<file path="src/rtl/size_explore_pkg.sv">
// Shared types and sizing helpers for the size-exploration measurement harness.
package size_explore_pkg;

    typedef enum logic [1:0] {
        IDLE = 2'd0,
        RUN  = 2'd1,
        DONE = 2'd2
    } state_e;

    localparam int BYTE_W = 8;

    function automatic int res_bytes(input int res_w);
        return res_w / BYTE_W;
    endfunction

    function automatic int lat_bytes(input int lat_w);
        return lat_w / BYTE_W;
    endfunction

    // Width of the byte-select index; never narrower than one bit.
    function automatic int rd_sel_w(input int res_w, input int lat_w);
        int w;
        w = $clog2(res_bytes(res_w) + lat_bytes(lat_w));
        return (w < 1) ? 1 : w;
    endfunction

endpackage

</file>
<file path="src/rtl/size_explore_harness_bank.sv">
// Serial-in operand bank: NUM_OPS independent shift registers, MSB first.
module serial_operand_bank #(
    parameter int NUM_OPS = 3,
    parameter int OP_W    = 32
) (
    input  logic                    clk,
    input  logic                    reset,
    input  logic                    shift_en,
    input  logic [NUM_OPS-1:0]      ser_in,
    output logic [NUM_OPS*OP_W-1:0] ops
);

    logic [NUM_OPS-1:0][OP_W-1:0] ops_q, ops_d;

    always_comb begin
        ops_d = ops_q;
        if (shift_en) begin
            for (int i = 0; i < NUM_OPS; i++) begin
                ops_d[i] = {ops_q[i][OP_W-2:0], ser_in[i]};
            end
        end
    end

    always_ff @(posedge clk) begin
        if (reset) ops_q <= '0;
        else       ops_q <= ops_d;
    end

    assign ops = ops_q;

endmodule

</file>
<file path="src/rtl/size_explore_harness.sv">
// Measurement harness: loads operands serially, launches the MUT, times it and
// returns result/latency bytewise. Define HARNESS_TIMEOUT_EN to enable run abort.
module size_explore_harness
    import size_explore_pkg::*;
#(
    parameter int NUM_OPS = 3,
    parameter int OP_W    = 32,
    parameter int RES_W   = 32,
    parameter int LAT_W   = 16,
    parameter int TIMEOUT = 1000
) (
    input  logic                               clk,
    input  logic                               reset,
    input  logic [NUM_OPS-1:0]                 ser_in,
    input  logic                               shift_en,
    input  logic                               start,
    input  logic [rd_sel_w(RES_W, LAT_W)-1:0]  rd_sel,
    output logic [7:0]                         rd_data,
    output logic [NUM_OPS*OP_W-1:0]            mut_operands,
    output logic                               mut_start,
    input  logic                               mut_done,
    input  logic [RES_W-1:0]                   mut_result,
    output logic                               busy,
    output logic                               res_valid,
    output logic                               timed_out
);

    localparam int RSW    = rd_sel_w(RES_W, LAT_W);
    localparam int NBYTES = res_bytes(RES_W) + lat_bytes(LAT_W);
    localparam logic [LAT_W-1:0] LAT_MAX = '1;

    if (NUM_OPS < 1 || NUM_OPS > 8 || OP_W < 2 || (RES_W % 8) != 0 || (LAT_W % 8) != 0 ||
        TIMEOUT < 1 || (64'(TIMEOUT) >> LAT_W) != 0) begin : g_bad_params
        $error("size_explore_harness: illegal parameter combination");
    end

    state_e             state_q, state_d;
    logic [LAT_W-1:0]   cnt_q, cnt_d, cnt_inc;
    logic [RES_W-1:0]   res_q, res_d;
    logic [LAT_W-1:0]   lat_q, lat_d;
    logic               mut_start_q, mut_start_d;
    logic               busy_q, busy_d;
    logic               res_valid_q, res_valid_d;
    logic [7:0]         rd_data_q, rd_data_d;
    logic [RES_W+LAT_W-1:0] rd_vec;
    logic               launch, done_ok, tmo_hit, shift_go;

    assign launch   = start && (state_q != RUN);
    assign shift_go = shift_en && !start && (state_q != RUN);
    // The launch cycle itself never accepts a completion.
    assign done_ok  = (state_q == RUN) && mut_done && !mut_start_q;
    assign cnt_inc  = (cnt_q == LAT_MAX) ? cnt_q : cnt_q + LAT_W'(1);
    assign rd_vec   = {lat_q, res_q};

    serial_operand_bank #(
        .NUM_OPS (NUM_OPS),
        .OP_W    (OP_W)
    ) u_bank (
        .clk      (clk),
        .reset    (reset),
        .shift_en (shift_go),
        .ser_in   (ser_in),
        .ops      (mut_operands)
    );

`ifdef HARNESS_TIMEOUT_EN
    localparam logic [LAT_W-1:0] TIMEOUT_V = LAT_W'(TIMEOUT);
    logic timed_out_q, timed_out_d;

    // A completion in the same cycle as the limit takes priority.
    assign tmo_hit = (state_q == RUN) && !done_ok && (cnt_inc == TIMEOUT_V);

    always_comb begin
        timed_out_d = timed_out_q;
        if (launch)       timed_out_d = 1'b0;
        else if (tmo_hit) timed_out_d = 1'b1;
    end

    always_ff @(posedge clk) begin
        if (reset) timed_out_q <= 1'b0;
        else       timed_out_q <= timed_out_d;
    end

    assign timed_out = timed_out_q;
`else
    assign tmo_hit   = 1'b0;
    assign timed_out = 1'b0;
`endif

    always_comb begin
        state_d     = state_q;
        cnt_d       = cnt_q;
        res_d       = res_q;
        lat_d       = lat_q;
        mut_start_d = 1'b0;
        busy_d      = busy_q;
        res_valid_d = res_valid_q;

        unique case (state_q)
            IDLE, DONE: begin
                if (launch) begin
                    state_d     = RUN;
                    mut_start_d = 1'b1;
                    cnt_d       = '0;
                    busy_d      = 1'b1;
                    res_valid_d = 1'b0;
                end
            end
            RUN: begin
                cnt_d = cnt_inc;
                if (done_ok || tmo_hit) begin
                    res_d       = done_ok ? mut_result : '0;
                    lat_d       = cnt_inc;
                    state_d     = DONE;
                    busy_d      = 1'b0;
                    res_valid_d = 1'b1;
                end
            end
            default: begin
                state_d = IDLE;
                busy_d  = 1'b0;
            end
        endcase

        rd_data_d = 8'h00;
        for (int k = 0; k < NBYTES; k++) begin
            if (rd_sel == RSW'(k)) rd_data_d = rd_vec[8*k +: 8];
        end
    end

    always_ff @(posedge clk) begin
        if (reset) begin
            state_q     <= IDLE;
            cnt_q       <= '0;
            res_q       <= '0;
            lat_q       <= '0;
            mut_start_q <= 1'b0;
            busy_q      <= 1'b0;
            res_valid_q <= 1'b0;
            rd_data_q   <= 8'h00;
        end else begin
            state_q     <= state_d;
            cnt_q       <= cnt_d;
            res_q       <= res_d;
            lat_q       <= lat_d;
            mut_start_q <= mut_start_d;
            busy_q      <= busy_d;
            res_valid_q <= res_valid_d;
            rd_data_q   <= rd_data_d;
        end
    end

    assign mut_start = mut_start_q;
    assign busy      = busy_q;
    assign res_valid = res_valid_q;
    assign rd_data   = rd_data_q;

endmodule

</file>
<file path="config.mk">
export PLATFORM = sky130hd
export DESIGN_NAME = size_explore_harness
export DESIGN_NICKNAME = d
export VERILOG_FILES = /design/src/rtl/size_explore_pkg.sv /design/src/rtl/size_explore_harness_bank.sv /design/src/rtl/size_explore_harness.sv
export SDC_FILE = /design/constraint.sdc
export NUM_CORES = 1
export LEC_CHECK = 0
export ABC_CLOCK_PERIOD_IN_PS = 2080
export CELL_PAD_IN_SITES_DETAIL_PLACEMENT = 1
export CELL_PAD_IN_SITES_GLOBAL_PLACEMENT = 1
export CORE_UTILIZATION = 33
export CTS_CLUSTER_SIZE = 24
export DETAILED_ROUTE_END_ITERATION = 16
export GPL_ROUTABILITY_DRIVEN = 0
export GPL_TIMING_DRIVEN = 0
export PLACE_DENSITY_LB_ADDON = 0.1
export SYNTH_ARGS = -nofsm -noshare
export SYNTH_HDL_FRONTEND = slang
export SYNTH_SLANG_ARGS = --single-unit
</file>
<file path="constraint.sdc">
create_clock -name clk -period 2.08 [get_ports clk]
set_input_delay 0.416 -clock clk [delete_from_list [all_inputs] [get_ports clk]]
set_output_delay 0.416 -clock clk [all_outputs]
set_load 0.03 [all_outputs]
</file>
==> results of run 1 <==
==> layout by cell type (no fill, tap or decap), types with 8 or more instances in the layout <==
master,instances
dfxtp_1,169
a21oi_1,146
nor3_1,10
clkbuf_16,17
mux2i_1,12
nand3_1,8
clkbuf_1,42
o21ai_0,12
clkdlybuf4s50_1,147
a31oi_1,9
nand4_1,8
buf_2,9
nand2_1,273
clkbuf_2,12
and3_1,9
mux2_2,8
nor2_1,28
==> layout make-up <==
cell class | instances | area, µm²
Clock inverter | 14 | 158
Clock buffer | 18 | 439
Buffer | 68 | 293
Multi-Input combinational cell | 610 | 3230
Inverter | 6 | 22.5
Sequential cell | 173 | 3470
Timing Repair Buffer | 151 | 1500
Tap cell | 270 | 338
Fill cell | 2437 | 10900
==> routing by layer <==
| layer | vias up | global-route usage [%] | share of wire (%) |
|---|---|---|---|
| met5 | - | 0 | 0 |
| met4 | 0 | 6.56 | 1.6 |
| met3 | 24 | 6.91 | 6.6 |
| met2 | 140 | 34.6 | 47 |
| met1 | 3226 | 26.7 | 45 |
| li1 | 3281 | - | - |
==> timing repair <==
item                                    4_1_cts  5_1_grt
buffers inserted                              2        2
resized for setup                            19       24
endpoints found under the setup margin      149      140
pin swaps                                     2        1
==> registers in the layout, summed over array words and instances (netlist names) <==
name and count:
rd_data 8, state_q 2, u_bank.ops 96, res_valid 1, cnt_q 16, lat_q 16, mut_start 1, busy 1
res_q 32
==> final timing paths <==
path	endpoint	slack, ns
worst max register to register	cnt_q[0]	0.06
worst max-delay path	cnt_q[0]	0.06
worst min register to register	u_bank.ops[31]	0.46
worst min-delay path	u_bank.ops[31]	0.46
==> power groups by stage <==
stage | registers (mW) | logic (mW) | clock network (mW)
floorplan | 3.50 | 0.294 | 0
global placement | 3.49 | 0.556 | 0
detailed placement | 3.49 | 0.558 | 0
CTS | 3.41 | 0.571 | 3.31
global route | 3.42 | 0.636 | 3.45
finish | 3.42 | 0.575 | 3.25
==> stage by stage <==
stage	hold slack (ns)	instances	utilization, %
detailed placement	0.448	1276	42.8
global route	0.477	1310	46.4
CTS	0.458	1308	46.1
global placement	0.441	1276	42.8
finish	0.455	1310	46.4
floorplan	0.433	859	-
==> cell usage after synthesis, drive strengths merged, types with 4 or more instances <==
cell	instances
a211oi	6
a21oi	146
a222oi	5
a31oi	9
and3	9
and4	4
buf	16
clkbuf	54
dfxtp	173
inv	6
mux2	8
mux2i	12
nand2	273
nand3	10
nand4	9
nor2	28
nor3	11
nor4	6
o211ai	6
o21ai	12
o2bb2ai	6
or4	4
xnor2	4
==> critical path, stage by stage, from the launching register on <==
cell and delay [ns]:
dfxtp_1 0.52, inv_2 0.14, or4_1 0.53, buf_4 0.18, or4_1 0.50, nand3_1 0.09
==> cells by family (layout without fill, tap and decap cells) <==
family	Yosys count	after routing
xor gates and xnor gates	4	4
buffers and inverters	76	257
AOI/OAI and AO/OA	213	213
muxes	23	23
adders and majority gates	1	1
other	1	1
DFF	173	173
and+or+nand+nor	368	368
==> metrics.txt, run 1 <==
status=complete, no violations; Total Routed Length=22.7 mm; initial antenna violation count=0; worst reg2reg startpoint=cnt_q[11]; Setup WS pre-CTS=-0.892 ns; Hold Path Depth=2; clk_lat worst skew=0.44 ns; largest cells by area after synthesis=dfxtp_1 50%, nand2_1 15%, a21oi_1 11%, clkbuf_1 2.9%, mux2i_1 1.7%; IO buf count=147; antenna-violating nets left=0; Final min period=2.02 ns; predominant post-synthesis flop cell=dfxtp_1; MaxCap Viol Count=0; #FFs+latches synth=173; max-slew violations=0; clock sinks=173; core area=20400 µm²; CTS Buf Count=17; Post-DP HPWL=16.0 mm; Finish-stage setup viols=0; Max-slew headroom=54.5%; hold path start=u_bank.ops[31]; hold_buf cts=0; post-synthesis mux area share=4.02%; logic gate share of total power=7.9%; DR vias=6671; DRC=0; area of the mapped netlist=6900 µm²; power density over cell area=766 nW/µm²; R2R depth=5; post-detailed-route via-to-cell ratio=5.09; Initial DRC Count=350; IO Pins=151; Final Power=7.24 mW; Synth area leader=dfxtp_1; Crit Path Class=flip-flop to flip-flop; Reg clk slew, reported paths=0.07 ns; placed inst area=8710 µm²; simple logic cell fraction of the synthesized area=22.8%; worst slew pin tran=0.683 ns; compound-cell area share of the yosys netlist=17.9%; Power Internal=5.31 mW; Lkg Pwr=3.13 nW; full die area=21500 µm²; async set-reset flop share out of synthesis=0%; Die H=147 µm; pin count of the biggest net entering global routing=18; Psw=1.93 mW; Hold Path Class=flip-flop to flip-flop; grt total ovfl=0; largest family of logic cells by synthesized area=simple AND/OR/NAND/NOR gates; XOR/XNOR share of the synthesized area=0.508%; CP startpoint kind=flip-flop; VDD IR max=0.000446 V; Max Buffers Root-to-Sink=2; Worst Path Max Fanout=8; EDFF count, synth=0; YS warnings=0; H-tree Lvls=4; WP data arrival=2.38 ns; fmax=0.496 GHz; Sw Share=26.6%; Synth Net Count=903; layout cells sized above 1=8.65%; Final nets=1071; Syn Area/Cell=8.04 µm²; Worst EP required=2.45 ns; GRT Resource Usage Total=21.3%; global-route wire length before repair=35.9 mm; Design Area, Final=9450 µm²; register area share after synthesis=50.2%; row count=52; CTS tree=built; clock root buffer=clkbuf_16; Worst Setup End Kind=flip-flop; Crit. Startpoint=cnt_q[11]; Area Growth Syn to Fin=37.0%; Die W=147 µm; drt pass-1 iters=4; Final period util=97.0%; ANT cells=0; Adder-Cell Fraction of Synth Area=0.181%; Clk pwr share=44.9%; sequential share of power=47.2%; number of global-route vias before repair=6666; Unique masters post-synth=55; area share of the largest cell type after synthesis=50.2%; wire length per cell=17.3 µm; Starting Density=33.9%; Final Hold Viols=0; RSZ-0062 raised after global routing=yes; post-route setup slack=0.0633 ns; setup tns final=0 ns; Setup Skew=0.00967 ns; cell count after synthesis=859
Power figures use the tool's default switching activity.
==> inputs of run 2 (changes only) <==
Settings changed: PLACE_DENSITY_LB_ADDON 0.1 to 0.15.
==> run 2 against run 1 <==
  * Final area down 0.48%
  * Core utilization is 0.22 points lower
  * Flip-flop and latch count is the same
  * Non-clock buffer count decreased by 3
  * Die area unchanged
  * Combinational power about the same
  * Largest cell class unchanged
==> metrics.txt, run 2 (same netlist as run 1, synthesis figures left out) <==
Hold Path Class=flip-flop to flip-flop; Max Buffers Root-to-Sink=2; Final period util=97.6%; Final Hold Viols=0; H-tree Lvls=4; WP data arrival=2.34 ns; filler cell count=2445; ANT cells=0; most common cell after layout, fill and taps aside=nand2_1; Worst Path Max Fanout=10; wire length per cell=17.4 µm; Final min period=2.03 ns; Die W=147 µm; leading cell types in the layout, fill and taps excluded=273 x nand2_1, 168 x dfxtp_1, 147 x clkdlybuf4s50_1; Initial DRC Count=332; antenna-violating nets left=0; DR vias=6776; R2R Path End=lat_q[15]; R2R depth=5; end of the worst hold path=res_q[18]; layout cells sized above 1=8.78%; pin count of the biggest net entering global routing=19; drt pass-1 iters=5; global-route wire length before repair=35.6 mm; CTS Buf Count=17; Total Routed Length=22.7 mm; VDD IR max=0.000464 V; Hold Path Depth=2; clock root buffer=clkbuf_16; Critical-path top delay cell=nor4_1; Max-slew headroom=50.0%; IO buf count=147; number of global-route vias before repair=6780; Setup Skew=0.0123 ns; core area=20400 µm²; DRC=0; row count=52; Crit Path Class=flip-flop to flip-flop; hold path start=res_q[18]; Final nets=1068; Reg clk slew, reported paths=0.07 ns; GRT Resource Usage Total=21.0%; CTS tree=built; full die area=21500 µm²; post-detailed-route via-to-cell ratio=5.19; worst reg2reg startpoint=cnt_q[3]; reg2reg setup slack=0.05 ns; Post-DP HPWL=16.3 mm; initial antenna violation count=0; MaxCap Viol Count=0; Lkg Pwr=3.12 nW; Worst Setup End Kind=flip-flop; Die H=147 µm; fmax=0.492 GHz; status=complete, no violations; CP startpoint kind=flip-flop; post-route setup slack=0.0493 ns; IO Pins=151; CP max stage delay=0.65 ns; grt total ovfl=0; max reg flops=96; placed inst area=8710 µm²; clk_lat worst skew=0.44 ns; Area Growth Syn to Fin=36.3%; Design Area, Final=9410 µm²; crit-path cells=buf_2 > nand4_1 > nor4_1 > xnor2_1 > a31oi_1; max-slew violations=0; power density over cell area=758 nW/µm²; Starting Density=33.9%; clock sinks=173; Worst EP required=2.39 ns; worst slew pin tran=0.750 ns; Setup WS pre-CTS=-0.847 ns; Finish-stage setup viols=0; hold_buf cts=0
[run 2: changes by cell type in the layout (fill, tap and decap cells not counted), moves of 2 or more]
cell | previous run | this run
clkbuf_1 | 42 | 35
clkbuf_2 | 12 | 16
clkinv_8 | 2 | 4
nor4_1 | 3 | 5
nor4_2 | 2 | 0
[run 2: power by group]
| group | internal [mW] | switching (mW) | total (mW) | leakage (nW) |
|---|---|---|---|---|
| logic | 0.211 | 0.364 | 0.575 | 1.45 |
| registers | 3.37 | 0.0454 | 3.41 | 1.40 |
| clock network | 1.60 | 1.54 | 3.14 | 0.276 |
[run 2: how the worst max path moves through the flow]
| stage | slack [ns] | endpoint | startpoint | cells past startpoint |
|---|---|---|---|---|
| final | 0.05 | lat_q[15] | cnt_q[3] | 5 |
| after global routing | -0.006 | u_bank.ops[19] | state_q[0] | 7 |
| after CTS | 0.002 | res_q[23] | mut_done | 6 |
| after detailed placement | -0.85 | res_q[27] | mut_done | 6 |
| after global placement | -0.86 | res_q[29] | mut_done | 6 |
| after floorplan | 0.01 | cnt_q[0] | cnt_q[0] | 6 |
[run 2: final cells by class]
| cell class | count | area [µm²] | share of cell area, % |
|---|---|---|---|
| buffer | 65 | 289 | 3.07 |
| clock buffer | 17 | 425 | 4.52 |
| clock inverter | 14 | 155 | 1.65 |
| inverter | 6 | 22.5 | 0.239 |
| multi-input combinational | 610 | 3200 | 34.0 |
| sequential | 173 | 3470 | 36.9 |
| tap | 270 | 338 | 3.59 |
| timing repair buffer | 151 | 1500 | 16.0 |
[run 2: critical path, delay by kind of cell (launching register included)]
| family | cells | cell delay, ns |
|---|---|---|
| buf+inv | 1 | 0.19 |
| xor+xnor | 1 | 0.24 |
| compound gates | 1 | 0.12 |
| simple gates | 2 | 1.06 |
| flops | 1 | 0.30 |
[run 2: timing repair]
| item | in CTS | in global routing |
|---|---|---|
| pin swaps | 2 | 1 |
| resized for setup | 16 | 32 |
| endpoints found under the setup margin | 145 | 107 |
| setup buffers | 2 | 2 |
[run 2: routing by layer]
layer / share of wire, % / global-route usage, % / vias to the layer above
met5: 0 / 0 / -
met4: 1.6 / 6.82 / 0
met3: 6.0 / 6.59 / 26
met2: 49 / 35.2 / 148
met1: 44 / 25.5 / 3315
li1: - / - / 3287
[run 2: through the flow]
step	power [mW]	TNS [ns]	cells	hold slack (ns)	utilization, %
3_5_place_dp	4.04	-80.18	1276	0.445	42.8
6_report	7.13	0	1306	0.455	46.2
2_1_floorplan	3.79	0	859	0.433	-
5_1_grt	7.39	-0.0161	1306	0.470	46.2
4_1_cts	7.19	0	1307	0.454	45.9
3_3_place_gp	4.04	-77.71	1276	0.440	42.8
